**src/rtl/conv_layer_sequencer_if.sv**
```systemverilog
// Handshake and configuration bundle between the layer controller,
// the kernel sequencer and the ConvL2 datapath.
interface conv_layer_sequencer_if #(
  parameter int KW         = 3,
  parameter int ADDR_WIDTH = 10
);
  logic                  start;
  logic                  abort;
  logic                  conv_done;
  logic                  conv_run;
  logic [KW-1:0]         kernel_idx;
  logic [ADDR_WIDTH-1:0] weight_base_out;
  logic [ADDR_WIDTH-1:0] result_base_out;
  logic                  busy;
  logic                  layer_done;
  logic                  error;

  // Controller / datapath side.
  modport master (
    output start, abort, conv_done,
    input  conv_run, kernel_idx, weight_base_out, result_base_out,
           busy, layer_done, error
  );

  // Sequencer side.
  modport slave (
    input  start, abort, conv_done,
    output conv_run, kernel_idx, weight_base_out, result_base_out,
           busy, layer_done, error
  );
endinterface

```
**src/rtl/conv_layer_sequencer.sv**
```systemverilog
// Runs one ConvL2 layer kernel by kernel: configure, settle, pulse run,
// wait for done, with a watchdog that parks the sequencer in ERROR.
module conv_layer_sequencer #(
  parameter int NUM_KERNELS    = 6,
  parameter int ADDR_WIDTH     = 10,
  parameter int WEIGHT_STRIDE  = 9,
  parameter int RESULT_STRIDE  = 100,
  parameter int SETTLE_CYCLES  = 2,
  parameter int TIMEOUT_CYCLES = 4096
) (
  input logic                   clk,
  input logic                   reset,
  conv_layer_sequencer_if.slave bus
);

  localparam int KW = (NUM_KERNELS > 1) ? $clog2(NUM_KERNELS) : 1;
  localparam int SW = $clog2(SETTLE_CYCLES + 1);
  localparam int TW = $clog2(TIMEOUT_CYCLES);

  localparam logic [KW-1:0] LAST_K     = KW'(NUM_KERNELS - 1);
  localparam logic [SW-1:0] SETTLE_END = SW'(SETTLE_CYCLES);
  localparam logic [TW-1:0] WD_END     = TW'(TIMEOUT_CYCLES - 1);

  typedef enum logic [2:0] {
    S_IDLE,
    S_SETUP,
    S_RUN,
    S_WAIT,
    S_NEXT,
    S_DONE,
    S_ERROR
  } state_t;

  state_t                state;
  logic [KW-1:0]         kidx;
  logic [ADDR_WIDTH-1:0] wbase;
  logic [ADDR_WIDTH-1:0] rbase;
  logic                  run_q;
  logic                  ld_q;
  logic                  busy_q;
  logic                  err_q;
  logic [SW-1:0]         settle_cnt;
  logic [TW-1:0]         wd_cnt;

  function automatic logic [ADDR_WIDTH-1:0] base_of(input logic [KW-1:0] k,
                                                    input logic [31:0]   stride);
    return ADDR_WIDTH'(32'(k) * stride);
  endfunction

  always_ff @(posedge clk or posedge reset) begin
    if (reset) begin
      state      <= S_IDLE;
      kidx       <= '0;
      wbase      <= '0;
      rbase      <= '0;
      run_q      <= 1'b0;
      ld_q       <= 1'b0;
      busy_q     <= 1'b0;
      err_q      <= 1'b0;
      settle_cnt <= '0;
      wd_cnt     <= '0;
    end else begin
      run_q <= 1'b0;
      ld_q  <= 1'b0;
      if (bus.abort) begin
        // Abort wins over every other request, including a pending done.
        state      <= S_IDLE;
        kidx       <= '0;
        wbase      <= '0;
        rbase      <= '0;
        busy_q     <= 1'b0;
        err_q      <= 1'b0;
        settle_cnt <= '0;
      end else begin
        case (state)
          S_IDLE, S_ERROR: begin
            if (bus.start) begin
              state      <= S_SETUP;
              kidx       <= '0;
              wbase      <= '0;
              rbase      <= '0;
              busy_q     <= 1'b1;
              err_q      <= 1'b0;
              settle_cnt <= '0;
            end
          end
          S_SETUP: begin
            // One entry cycle plus SETTLE_CYCLES so the M10K read pipe sees the new bases.
            if (settle_cnt == SETTLE_END) begin
              state      <= S_RUN;
              run_q      <= 1'b1;
              settle_cnt <= '0;
            end else begin
              settle_cnt <= settle_cnt + SW'(1);
            end
          end
          S_RUN: begin
            state  <= S_WAIT;
            wd_cnt <= '0;
          end
          S_WAIT: begin
            if (bus.conv_done) begin
              state <= S_NEXT;
            end else if (wd_cnt == WD_END) begin
              state  <= S_ERROR;
              busy_q <= 1'b0;
              err_q  <= 1'b1;
            end else begin
              wd_cnt <= wd_cnt + TW'(1);
            end
          end
          S_NEXT: begin
            if (kidx == LAST_K) begin
              state <= S_DONE;
              ld_q  <= 1'b1;
            end else begin
              state      <= S_SETUP;
              kidx       <= kidx + KW'(1);
              wbase      <= base_of(kidx + KW'(1), 32'(WEIGHT_STRIDE));
              rbase      <= base_of(kidx + KW'(1), 32'(RESULT_STRIDE));
              settle_cnt <= '0;
            end
          end
          S_DONE: begin
            state  <= S_IDLE;
            busy_q <= 1'b0;
          end
          default: begin
            state  <= S_IDLE;
            busy_q <= 1'b0;
          end
        endcase
      end
    end
  end

  assign bus.conv_run        = run_q;
  assign bus.kernel_idx      = kidx;
  assign bus.weight_base_out = wbase;
  assign bus.result_base_out = rbase;
  assign bus.busy            = busy_q;
  assign bus.layer_done      = ld_q;
  assign bus.error           = err_q;

endmodule
```
**src/flat_wrapper.sv**
```systemverilog
// flat-port wrapper written by rule: the top's interface ports become plain ports
module conv_layer_sequencer_flat 
#(
  parameter int NUM_KERNELS    = 6,
  parameter int ADDR_WIDTH     = 10,
  parameter int WEIGHT_STRIDE  = 9,
  parameter int RESULT_STRIDE  = 100,
  parameter int SETTLE_CYCLES  = 2,
  parameter int TIMEOUT_CYCLES = 4096
)
  (clk, reset, bus_start, bus_abort, bus_conv_done, bus_conv_run, bus_kernel_idx, bus_weight_base_out, bus_result_base_out, bus_busy, bus_layer_done, bus_error);
  conv_layer_sequencer_if #(.ADDR_WIDTH(ADDR_WIDTH)) bus_i ();
  input logic clk;
  input logic reset;
  input wire logic [$bits(bus_i.start)-1:0] bus_start;
  input wire logic [$bits(bus_i.abort)-1:0] bus_abort;
  input wire logic [$bits(bus_i.conv_done)-1:0] bus_conv_done;
  output wire logic [$bits(bus_i.conv_run)-1:0] bus_conv_run;
  output wire logic [$bits(bus_i.kernel_idx)-1:0] bus_kernel_idx;
  output wire logic [$bits(bus_i.weight_base_out)-1:0] bus_weight_base_out;
  output wire logic [$bits(bus_i.result_base_out)-1:0] bus_result_base_out;
  output wire logic [$bits(bus_i.busy)-1:0] bus_busy;
  output wire logic [$bits(bus_i.layer_done)-1:0] bus_layer_done;
  output wire logic [$bits(bus_i.error)-1:0] bus_error;
  assign bus_i.start = bus_start;
  assign bus_i.abort = bus_abort;
  assign bus_i.conv_done = bus_conv_done;
  assign bus_conv_run = bus_i.conv_run;
  assign bus_kernel_idx = bus_i.kernel_idx;
  assign bus_weight_base_out = bus_i.weight_base_out;
  assign bus_result_base_out = bus_i.result_base_out;
  assign bus_busy = bus_i.busy;
  assign bus_layer_done = bus_i.layer_done;
  assign bus_error = bus_i.error;
  conv_layer_sequencer #(.NUM_KERNELS(NUM_KERNELS), .ADDR_WIDTH(ADDR_WIDTH), .WEIGHT_STRIDE(WEIGHT_STRIDE), .RESULT_STRIDE(RESULT_STRIDE), .SETTLE_CYCLES(SETTLE_CYCLES), .TIMEOUT_CYCLES(TIMEOUT_CYCLES)) u_core (.clk(clk), .reset(reset), .bus(bus_i));
endmodule
```
**config.mk**
```make
export PLATFORM = sky130hd
export DESIGN_NAME = conv_layer_sequencer_flat
export DESIGN_NICKNAME = d
export VERILOG_FILES = /design/src/rtl/conv_layer_sequencer_if.sv /design/src/rtl/conv_layer_sequencer.sv /design/src/flat_wrapper.sv
export SDC_FILE = /design/constraint.sdc
export NUM_CORES = 1
export LEC_CHECK = 0
export BUFFER_PORTS_ARGS = -buffer_cell sky130_fd_sc_hd__buf_2
export CELL_PAD_IN_SITES_DETAIL_PLACEMENT = 1
export CELL_PAD_IN_SITES_GLOBAL_PLACEMENT = 1
export CORE_MARGIN = 4
export CORE_UTILIZATION = 45
export CTS_CLUSTER_DIAMETER = 120
export DETAILED_ROUTE_END_ITERATION = 8
export GPL_ROUTABILITY_DRIVEN = 0
export PLACE_DENSITY_LB_ADDON = 0.3
export SYNTH_ARGS = -nofsm -noshare
export SYNTH_HDL_FRONTEND = slang
export SYNTH_SLANG_ARGS = --single-unit
```
**constraint.sdc**
```tcl
create_clock -name clk -period 5.09 [get_ports clk]
set_input_delay 0 -clock clk [delete_from_list [all_inputs] [get_ports clk]]
set_output_delay 0 -clock clk [all_outputs]
set_load 0.05 [all_outputs]
```
==> impl_results.rst, run 1 <==
.. list-table::
   :header-rows: 1

   * - Metric
     - Value
   * - Status
     - finished, violations left
   * - Violated checks
     - hold timing
   * - TritonCTS clock tree
     - built
   * - Global-route usage over all layers
     - 0.1618
   * - Number of hold buffers added after CTS
     - 0
   * - Arrival time at the worst endpoint
     - 2.44 ns
   * - Async S/R FF share, synth
     - 1.000
   * - Top-Level Pins
     - 32
   * - Post-route DRC
     - 0
   * - Relative slew slack
     - 0.2846
   * - Hold slack
     - -0.01703 ns
   * - Distinct cell type count after synthesis
     - 41
   * - Worst Max-Slew Pin Slew
     - 1.072 ns
   * - Fraction of met3 tracks used by global routing
     - 0.04058
   * - Layout cells sized above 1
     - 0.1979
   * - Count of input and output buffers
     - 25
   * - Antenna Diode Count
     - 0
   * - Root buffer cell
     - sky130_fd_sc_hd__clkbuf_8
   * - # resized after CTS
     - 0
   * - Mean post-synth cell area
     - 9.285 µm²
   * - Total via count in the routed design
     - 1314
   * - Register area share after synthesis
     - 0.4124
   * - Yosys Warn Count
     - 0
   * - Time the worst path needs with I/O delays and setup
     - 2.279 ns
   * - Worst Setup Slack, final
     - 2.811 ns
   * - Per-cell routed wire length
     - 15.09 µm
   * - Area of the multi-input gates
     - 810.8 µm²
   * - Worst Setup End Kind
     - register
   * - Number of vias per cell
     - 5.475
   * - Post-synth EDFFs
     - 0
   * - Buffers from clock root to sink, at most
     - 2
   * - Cells after Synth
     - 183
   * - Insertion delay of the later-clocked pin in the worst-skew pair
     - 0.27 ns
   * - Number of endpoints with negative hold slack in the final report
     - 28
   * - Remaining antenna violation count after routing
     - 0
   * - Detailed Place HPWL
     - 2.740 mm
   * - Max Slew Vio Count
     - 0
   * - Power density over cell area
     - 325.4 nW/µm²
   * - Sum of overflow across all layers after global routing
     - 0
   * - Worst-path cell chain
     - nand2b_1 > or3_1 > nor2_2 > a211o_1 > mux2_4
   * - Total Nets Final
     - 206
   * - Pin count of the biggest net entering global routing
     - 29
   * - Clock transition at path regs
     - 0.09 ns
   * - Die extent in x
     - 69.45 µm
   * - Worst supply voltage drop on vdd
     - 0.0001396 V
   * - Final setup viols
     - 0
   * - P_leak
     - 0.9081 nW
   * - Worst path buffer plus inverter count
     - 0
   * - Maximum fanout count along the critical path
     - 12
   * - Post-synthesis cell area
     - 1699 µm²
   * - Violation count after the first detailed-routing iteration
     - 26
   * - Share of the clock period used by the worst path after layout
     - 0.4478
   * - Data required time at the worst endpoint
     - 5.26 ns
   * - Most frequent standard cell in the layout excluding fill and tap cells
     - sky130_fd_sc_hd__dfrtp_1
   * - Synthesis-to-finish area growth
     - 4.713%
   * - Number of iterations in the first detailed-routing pass
     - 4
   * - Met1 GRT Util
     - 0.1971
   * - Area occupied by registers
     - 700.7 µm²
   * - First-pass GRT wire length
     - 6.479 mm
   * - CTS sink count
     - 28
   * - Die Y-Extent
     - 69.45 µm
   * - Number of standard-cell rows in the floorplan
     - 22
   * - Number of buffers added for setup after CTS
     - 0
   * - Setup repair after global routing missed its margin
     - no
   * - Top delay family on crit path
     - simple AND/OR/NAND/NOR gates
   * - Initial antenna violation count
     - 0
   * - Total CTS buffers
     - 3
   * - DRT Wirelength
     - 3.621 mm
   * - Post-route setup TNS
     - 0 ns
   * - Worst setup path class
     - reg2reg
   * - Via count of the first global-routing pass
     - 1387
   * - Cell with the biggest individual delay on the critical path
     - sky130_fd_sc_hd__dfrtp_1
   * - Most crowded layer after global routing
     - met2
   * - Fillers
     - 437
   * - Dominant synthesized flop cell
     - sky130_fd_sc_hd__dfrtp_1
   * - H-tree levels
     - 1
   * - Starting Density
     - 0.4641
   * - Worst hold-check path type
     - in2async
   * - Critical Path Start Type
     - register
   * - Total core area
     - 3661 µm²
   * - Worst Clk Skew
     - 0.003244 ns
   * - Fmax achieved
     - 438.7 MHz
   * - Slowest stage delay, CP
     - 0.60 ns
   * - Most frequent cells in the layout
     - sky130_fd_sc_hd__dfrtp_1 (28), sky130_fd_sc_hd__buf_2 (25), sky130_fd_sc_hd__o21ai_0 (17)
   * - Worst slack after detailed placement
     - 2.842 ns
   * - Full die area
     - 4823 µm²
   * - Number of flip-flops and latches in the synthesized netlist
     - 28
   * - Met2 layer usage reported by global route
     - 0.2797
   * - Max-cap viol count
     - 0
-- registers in the layout (all words and copies together), names as in the netlist --
| register | count |
|---|---|
| u_core.bus.busy | 1 |
| u_core.bus.conv_run | 1 |
| u_core.bus.error | 1 |
| u_core.bus.kernel_idx | 2 |
| u_core.bus.layer_done | 1 |
| u_core.bus.result_base_out | 4 |
| u_core.bus.weight_base_out | 1 |
| u_core.settle_cnt | 2 |
| u_core.state | 3 |
| u_core.wd_cnt | 12 |
-- synthesized netlist by cell type (all sizes together) (3+ instances only) --
library cell / number / area [µm²]
dfrtp: 28 / 700.7
buf: 24 / 165.2
o21ai: 19 / 95.09
nand2: 16 / 60.06
inv: 11 / 41.29
nor2: 10 / 40.04
ha: 7 / 87.58
a21oi: 6 / 30.03
a22o: 6 / 52.55
nand3: 6 / 30.03
nor3: 5 / 25.02
and3: 4 / 25.02
mux2: 4 / 52.55
nand2b: 4 / 25.02
nand4: 3 / 18.77
xor2: 3 / 26.28
-- report_power, final --
group	internal (mW)	total [mW]	switching, mW	leakage, nW
clock network	0.0532	0.119	0.0661	0.0216
registers	0.245	0.285	0.0399	0.386
logic	0.0657	0.174	0.109	0.500
total	0.364	0.579	0.215	0.908
-- layer usage --
metal  share of wire  up-vias
li1                -      638
met1            0.43      643
met2            0.50       28
met3           0.049        5
met4           0.013        0
met5               0        -
-- logic make-up after synthesis --
kind of cell	share of synthesized area
AO/OA/AOI/OAI	0.1767
AND/OR/NAND/NOR	0.1782
multiplexers	0.03682
adder cells (fa/ha/maj)	0.05154
other	0.002207
flip-flops	0.4124
XOR/XNOR	0.02062
buffers and inverters	0.1215
-- path summary, 6_finish.rpt --
path	slack, ns	from	depth (start not counted)	endpoint
setup / recovery	2.81	u_core.state[0]$_DFFE_PP0P_	5	u_core.state[0]$_DFFE_PP0P_
hold / removal	-0.02	reset	2	u_core.bus.result_base_out[6]$_DFFE_PP0P_
setup reg to reg	2.81	u_core.state[0]$_DFFE_PP0P_	5	u_core.state[0]$_DFFE_PP0P_
hold reg to reg	0.50	u_core.bus.result_base_out[9]$_DFFE_PP0P_	1	u_core.bus.result_base_out[9]$_DFFE_PP0P_
max in group asynchronous	4.47	reset	2	u_core.bus.result_base_out[9]$_DFFE_PP0P_
min in group clk	0.03	bus_start	2	u_core.state[1]$_DFFE_PP0P_
-- metrics by stage --
stage,instance area (µm²),power (mW),utilization,instances
3_3_place_gp,1738,0.4533,0.4747,237
3_5_place_dp,1738,0.4634,0.4747,237
6_report,1779,0.5789,0.4860,240
2_1_floorplan,1718,0.4376,-,188
5_1_grt,1779,0.6164,0.4860,240
4_1_cts,1779,0.5841,0.4860,240
-- cell type report --
| class | instances | area share |
|---|---|---|
| Multi-Input combinational cell | 125 | 0.4557 |
| Sequential cell | 28 | 0.3938 |
| Timing Repair Buffer | 25 | 0.07032 |
| Tap cell | 48 | 0.03376 |
| Clock buffer | 3 | 0.02321 |
| Inverter | 11 | 0.02321 |
Note: power is estimated with default switching activity, not from simulation.
==> run 2, diff against run 1 <==
--- a/config.mk
+++ b/config.mk
@@ -9,7 +9,7 @@
 export CELL_PAD_IN_SITES_DETAIL_PLACEMENT = 1
 export CELL_PAD_IN_SITES_GLOBAL_PLACEMENT = 1
 export CORE_MARGIN = 4
-export CORE_UTILIZATION = 45
+export CORE_UTILIZATION = 37
 export CTS_CLUSTER_DIAMETER = 120
 export DETAILED_ROUTE_END_ITERATION = 8
 export GPL_ROUTABILITY_DRIVEN = 0
==> constraint.sdc (replaced) <==
create_clock -name clk -period 2 [get_ports clk]
set_input_delay 0 -clock clk [delete_from_list [all_inputs] [get_ports clk]]
set_output_delay 0 -clock clk [all_outputs]
set_load 0.05 [all_outputs]
==> impl_results.rst, run 2 (synthesized netlist as in run 1, its figures left out) <==
.. list-table::
   :header-rows: 1

   * - Metric
     - Value
   * - Die extent in x
     - 75.77 µm (+9.1%)
   * - Worst slack after detailed placement
     - 0.01933 ns (-2.823 ns)
   * - Fillers
     - 529 (+21%)
   * - Post-route setup TNS
     - 0 ns (unchanged)
   * - Slowest stage delay, CP
     - 0.52 ns (-0.08 ns)
   * - Clock transition at path regs
     - 0.10 ns (about the same)
   * - Reg with most FFs
     - u_core.wd_cnt
   * - Relative slew slack
     - 0.5740 (+0.2894)
   * - P_leak
     - 0.9800 nW (+7.9%)
   * - Most frequent cells in the layout
     - sky130_fd_sc_hd__dfrtp_1 (26), sky130_fd_sc_hd__buf_2 (25), sky130_fd_sc_hd__nand2_1 (16)
   * - DRT Wirelength
     - 4.090 mm (+13%)
   * - Post-route DRC
     - 0 (unchanged)
   * - Worst-path cell chain
     - ha_2 > xor2_2 > ha_1 > and2_1 > ha_1 > a22o_1
   * - Die Y-Extent
     - 75.77 µm (+9.1%)
   * - Worst hold-check path type
     - in2reg
   * - Detailed Place HPWL
     - 3.150 mm (+15%)
   * - Worst Setup End Kind
     - register
   * - Number of standard-cell rows in the floorplan
     - 24 (+9.1%)
   * - Total CTS buffers
     - 3 (unchanged)
   * - Data required time at the worst endpoint
     - 2.18 ns (-3.08 ns)
   * - Arrival time at the worst endpoint
     - 2.09 ns (-0.35 ns)
   * - Full die area
     - 5740 µm² (+19%)
   * - Final setup viols
     - 0 (unchanged)
   * - Worst setup path class
     - reg2reg
   * - Via count of the first global-routing pass
     - 1360 (-1.9%)
   * - Starting Density
     - 0.3849 (-0.07919)
   * - H-tree levels
     - 1 (unchanged)
   * - Count of input and output buffers
     - 25 (unchanged)
   * - Time the worst path needs with I/O delays and setup
     - 1.916 ns (-0.3628 ns)
   * - Max reg flops
     - 12 (unchanged)
   * - Max-cap viol count
     - 0 (unchanged)
   * - Met1 GRT Util
     - 0.1800 (-0.01702)
   * - Most crowded layer after global routing
     - met2
   * - Pin count of the biggest net entering global routing
     - 17 (-41%)
   * - Power density over cell area
     - 862.3 nW/µm² (+170%)
   * - Worst Clk Skew
     - 0.01174 ns (+0.008498 ns)
   * - Status
     - completed
   * - Length in cells of the worst reg-to-reg path
     - 6 (+1)
   * - Synthesis-to-finish area growth
     - 14.14%
   * - Sum of overflow across all layers after global routing
     - 0 (unchanged)
   * - Worst Max-Slew Pin Slew
     - 0.6383 ns (-0.4336 ns)
   * - TritonCTS clock tree
     - built
   * - Cell mode on critical path
     - sky130_fd_sc_hd__ha_1
   * - Placed Cells
     - 251 (+5.9%)
   * - Share of the clock period used by the worst path after layout
     - 0.9582 (+0.5104)
   * - Global-route usage over all layers
     - 0.1500 (-0.01176)
   * - First-pass GRT wire length
     - 6.596 mm (+1.8%)
   * - Layout cells sized above 1
     - 0.2802 (+0.08228)
   * - Violation count after the first detailed-routing iteration
     - 67 (+160%)
   * - Fmax achieved
     - 521.8 MHz (+19%)
   * - Maximum fanout count along the critical path
     - 6 (-6)
   * - Per-cell routed wire length
     - 15.79 µm (+4.7%)
   * - Top-Level Pins
     - 32 (unchanged)
   * - Total core area
     - 4414 µm² (+21%)
   * - Worst supply voltage drop on vdd
     - 0.0005300 V (+280%)
   * - Max Slew Vio Count
     - 0 (unchanged)
   * - CTS sink count
     - 28 (unchanged)
   * - Total via count in the routed design
     - 1378 (+4.9%)
   * - Remaining antenna violation count after routing
     - 0 (unchanged)
   * - Number of vias per cell
     - 5.320 (-2.8%)
   * - Setup repair after global routing missed its margin
     - no
   * - Buffers from clock root to sink, at most
     - 2 (unchanged)
   * - Antenna Diode Count
     - 0 (unchanged)
   * - Final cell count without fillers
     - 259 (+7.9%)
   * - Hold slack
     - 0.04264 ns (+0.05966 ns)
   * - Most frequent standard cell in the layout excluding fill and tap cells
     - sky130_fd_sc_hd__dfrtp_1
   * - Initial antenna violation count
     - 0 (unchanged)
   * - Root buffer cell
     - sky130_fd_sc_hd__clkbuf_8
   * - Worst Setup Slack, final
     - 0.08352 ns (-2.727 ns)
   * - WHS Path Cells
     - 2
   * - Critical Path Start Type
     - register
   * - Number of iterations in the first detailed-routing pass
     - 4 (unchanged)
   * - Insertion delay of the later-clocked pin in the worst-skew pair
     - 0.28 ns (about the same)
   * - Total Nets Final
     - 220 (+6.8%)
   * - Number of endpoints with negative hold slack in the final report
     - 0 (-100%)
   * - Met2 layer usage reported by global route
     - 0.2776 (-0.002094)
   * - Fraction of met3 tracks used by global routing
     - 0.03166 (-0.008917)
   * - Cell with the biggest individual delay on the critical path
     - sky130_fd_sc_hd__dfrtp_4
==> run 2: cell type report <==
cell class	instances	area, µm²	share of cell area
Inverter	11	41.29	0.02129
Sequential cell	28	705.7	0.3639
Clock buffer	3	41.29	0.02129
Multi-Input combinational cell	125	823.3	0.4245
Tap cell	52	65.06	0.03355
Timing Repair Buffer	39	232.7	0.1200
Clock inverter	1	30.03	0.01548
==> run 2: worst max-delay path: cells and delay by family, from the launching register on <==
kind | cells | cell delay, ns
fa+ha+maj | 3 | 0.78
flops | 1 | 0.52
compound gates | 1 | 0.20
xor+xnor | 1 | 0.16
simple gates | 1 | 0.16
==> run 2: final timing paths <==
kind | start | slack [ns] | endpoint
worst max-delay path | u_core.bus.kernel_idx[0]$_DFFE_PP0P_ | 0.08 | u_core.bus.result_base_out[8]$_DFFE_PP0P_
worst min-delay path | bus_abort | 0.04 | u_core.bus.busy$_DFFE_PP0P_
worst max register to register | u_core.bus.kernel_idx[0]$_DFFE_PP0P_ | 0.08 | u_core.bus.result_base_out[8]$_DFFE_PP0P_
worst min register to register | u_core.bus.result_base_out[9]$_DFFE_PP0P_ | 0.49 | u_core.bus.result_base_out[9]$_DFFE_PP0P_
max in group asynchronous | reset | 1.03 | u_core.wd_cnt[8]$_DFFE_PP0P_
min in group asynchronous | reset | 0.34 | u_core.bus.kernel_idx[0]$_DFFE_PP0P_
==> run 2: metal layers <==
layer / up-vias / routed length [µm]
li1: 668 / -
met1: 678 / 1754
met2: 30 / 2135
met3: 2 / 178
met4: 0 / 21
met5: - / 0
==> run 2: through the flow <==
stage | power, mW | util | instance area, µm²
after detailed placement | 1.228 | 0.4135 | 1826
after floorplan | 1.115 | - | 1725
after global routing | 1.777 | 0.4393 | 1939
final | 1.672 | 0.4393 | 1939
after CTS | 1.682 | 0.4342 | 1917
after global placement | 1.196 | 0.4135 | 1826
==> run 2: repair_timing <==
| action | in CTS | in global routing |
|---|---|---|
| hold buffers | 2 | 0 |
| setup buffers | 0 | 2 |
| gates resized for setup | 0 | 6 |
| hold endpoints to repair | 16 | 0 |
| setup endpoints to repair | 0 | 5 |
==> run 2: power breakdown <==
part	leakage, nW	internal (mW)	total [mW]	switching, mW
logic	0.562	0.200	0.516	0.316
registers	0.383	0.626	0.706	0.0797
clock network	0.0357	0.268	0.451	0.183
==> run 3, diff against run 2 <==
--- a/config.mk
+++ b/config.mk
@@ -14,6 +14,8 @@
 export DETAILED_ROUTE_END_ITERATION = 8
 export GPL_ROUTABILITY_DRIVEN = 0
 export PLACE_DENSITY_LB_ADDON = 0.3
+export REMOVE_ABC_BUFFERS = 1
+export SLEW_MARGIN = 5
 export SYNTH_ARGS = -nofsm -noshare
 export SYNTH_HDL_FRONTEND = slang
 export SYNTH_SLANG_ARGS = --single-unit
==> impl_results.rst, run 3 (synthesized netlist as in run 1, its figures left out) <==
.. list-table::
   :header-rows: 1

   * - Metric
     - Value
   * - Worst Setup End Kind
     - register
   * - Count of input and output buffers
     - 25 (unchanged)
   * - Total Nets Final
     - 218 (-0.91%)
   * - Remaining antenna violation count after routing
     - 0 (unchanged)
   * - Layout cells sized above 1
     - 0.2549 (-0.02529)
   * - Final cell count without fillers
     - 256 (-1.2%)
   * - Number of vias per cell
     - 5.496 (+3.3%)
   * - Antenna Diode Count
     - 0 (unchanged)
   * - Cell area after placement
     - 1818 µm² (-0.41%)
   * - Clock transition at path regs
     - 0.10 ns (about the same)
   * - Number of endpoints with negative hold slack in the final report
     - 0 (unchanged)
   * - Worst hold-check path type
     - in2reg
   * - Number of iterations in the first detailed-routing pass
     - 4 (unchanged)
   * - Worst setup path class
     - reg2reg
   * - Hold slack
     - 0.01424 ns (-0.02840 ns)
   * - Data required time at the worst endpoint
     - 2.18 ns (about the same)
   * - Placed Cells
     - 251 (unchanged)
   * - TritonCTS clock tree
     - built
   * - Final setup viols
     - 0 (unchanged)
   * - Power density over cell area
     - 821.0 nW/µm² (-4.8%)
   * - Max-cap viol count
     - 0 (unchanged)
   * - Starting Density
     - 0.3849 (unchanged)
   * - Top-Level Pins
     - 32 (unchanged)
   * - Initial antenna violation count
     - 0 (unchanged)
   * - Total power draw
     - 1.545 mW (-7.6%)
   * - CTS sink count
     - 28 (unchanged)
   * - Via count of the first global-routing pass
     - 1477 (+8.6%)
   * - Area of all placed cells without fillers
     - 1882 µm² (-3.0%)
   * - Insertion delay of the later-clocked pin in the worst-skew pair
     - 0.27 ns (about the same)
   * - Most frequent standard cell in the layout excluding fill and tap cells
     - sky130_fd_sc_hd__dfrtp_1
   * - Worst supply voltage drop on vdd
     - 0.0002752 V (-48%)
   * - Detailed Place HPWL
     - 3.105 mm (-1.4%)
   * - Die Y-Extent
     - 75.77 µm (unchanged)
   * - Global-route usage over all layers
     - 0.1507 (+0.0006689)
   * - Status
     - completed
   * - Total via count in the routed design
     - 1407 (+2.1%)
   * - Buffers from clock root to sink, at most
     - 2 (unchanged)
   * - Share of the clock period used by the worst path after layout
     - 0.9600 (+0.001754)
   * - Total core area
     - 4414 µm² (unchanged)
   * - Full die area
     - 5740 µm² (unchanged)
   * - Time the worst path needs with I/O delays and setup
     - 1.920 ns (+0.003507 ns)
   * - Synthesis-to-finish area growth
     - 10.75%
   * - DRT Wirelength
     - 4.045 mm (-1.1%)
   * - Worst Clk Skew
     - 0.006876 ns (-0.004867 ns)
   * - Max reg flops
     - 12 (unchanged)
   * - Reg with most FFs
     - u_core.wd_cnt
   * - Per-cell routed wire length
     - 15.80 µm (about the same)
   * - Root buffer cell
     - sky130_fd_sc_hd__clkbuf_8
   * - Total CTS buffers
     - 3 (unchanged)
   * - Post-route setup TNS
     - 0 ns (unchanged)
   * - P_leak
     - 0.9646 nW (-1.6%)
   * - Fmax achieved
     - 520.8 MHz (-0.18%)
   * - Pin count of the biggest net entering global routing
     - 29 (+12)
   * - Max Slew Vio Count
     - 0 (unchanged)
   * - Arrival time at the worst endpoint
     - 2.10 ns (about the same)
   * - Sum of overflow across all layers after global routing
     - 0 (unchanged)
   * - Number of standard-cell rows in the floorplan
     - 24 (unchanged)
   * - First-pass GRT wire length
     - 6.803 mm (+3.1%)
   * - Worst Max-Slew Pin Slew
     - 0.5575 ns (-0.08079 ns)
   * - H-tree levels
     - 1 (unchanged)
   * - Relative slew slack
     - 0.6259 (+0.05183)
   * - Maximum fanout count along the critical path
     - 8 (+2)
   * - Critical Path Start Type
     - register
   * - Post-route DRC
     - 0 (unchanged)
   * - Violation count after the first detailed-routing iteration
     - 32 (-52%)
   * - Die extent in x
     - 75.77 µm (unchanged)
   * - Most frequent cells in the layout
     - sky130_fd_sc_hd__dfrtp_1 (27), sky130_fd_sc_hd__buf_2 (25), sky130_fd_sc_hd__o21ai_0 (17)
==> run 3: power by group <==
part           total [mW]  switching (mW)  internal, mW
registers           0.695          0.0699         0.625
logic               0.535           0.330         0.205
clock network       0.315           0.180         0.135
total                1.54           0.580         0.965
==> run 3: area by class of cell <==
type,instances,area [µm²]
Timing Repair Buffer,37,217.7
Sequential cell,28,701.9
Multi-Input combinational cell,125,814.5
Inverter,11,41.29
Fill cell,517,2532
Tap cell,52,65.06
Clock buffer,3,41.29
==> run 3: layer usage <==
| layer | track usage | routed length, µm |
|---|---|---|
| met1 | 0.1813 | 1745 |
| met2 | 0.2833 | 2102 |
| met3 | 0.01847 | 164 |
| met4 | 0.03301 | 33 |
| met5 | 0 | 0 |
==> run 3: path summary, 6_finish.rpt <==
path / start / endpoint / slack [ns] / cells after the start
setup reg to reg: u_core.bus.kernel_idx[1]$_DFFE_PP0P_ / u_core.bus.result_base_out[8]$_DFFE_PP0P_ / 0.08 / 6
max in group asynchronous: reset / u_core.bus.kernel_idx[1]$_DFFE_PP0P_ / 1.38 / 4
hold reg to reg: u_core.wd_cnt[11]$_DFFE_PP0P_ / u_core.wd_cnt[11]$_DFFE_PP0P_ / 0.50 / 1
setup / recovery: u_core.bus.kernel_idx[1]$_DFFE_PP0P_ / u_core.bus.result_base_out[8]$_DFFE_PP0P_ / 0.08 / 6
hold / removal: bus_start / u_core.state[1]$_DFFE_PP0P_ / 0.01 / 2
min in group asynchronous: reset / u_core.bus.result_base_out[8]$_DFFE_PP0P_ / 0.33 / 4
==> run 3: worst max-delay path, stage by stage, from the launching register on <==
cell                      delay, ns
sky130_fd_sc_hd__dfrtp_2       0.47
sky130_fd_sc_hd__ha_1          0.37
sky130_fd_sc_hd__inv_1         0.08
sky130_fd_sc_hd__ha_1          0.28
sky130_fd_sc_hd__and2_1        0.16
sky130_fd_sc_hd__ha_1          0.27
sky130_fd_sc_hd__a22o_1        0.19
==> run 3: through the flow <==
step	setup WS (ns)	util
CTS	0.03591	0.4235
floorplan	-1.539	-
global route	-0.0007061	0.4263
finish	0.08001	0.4263
global placement	0.1398	0.4118
detailed placement	0.05027	0.4118
==> run 3: timing repair <==
item | CTS | global route
resized for setup | 0 | 3
hold buffers | 1 | 0
setup buffers | 0 | 1
setup endpoints to repair | 0 | 5
endpoints found under the hold margin | 28 | 0
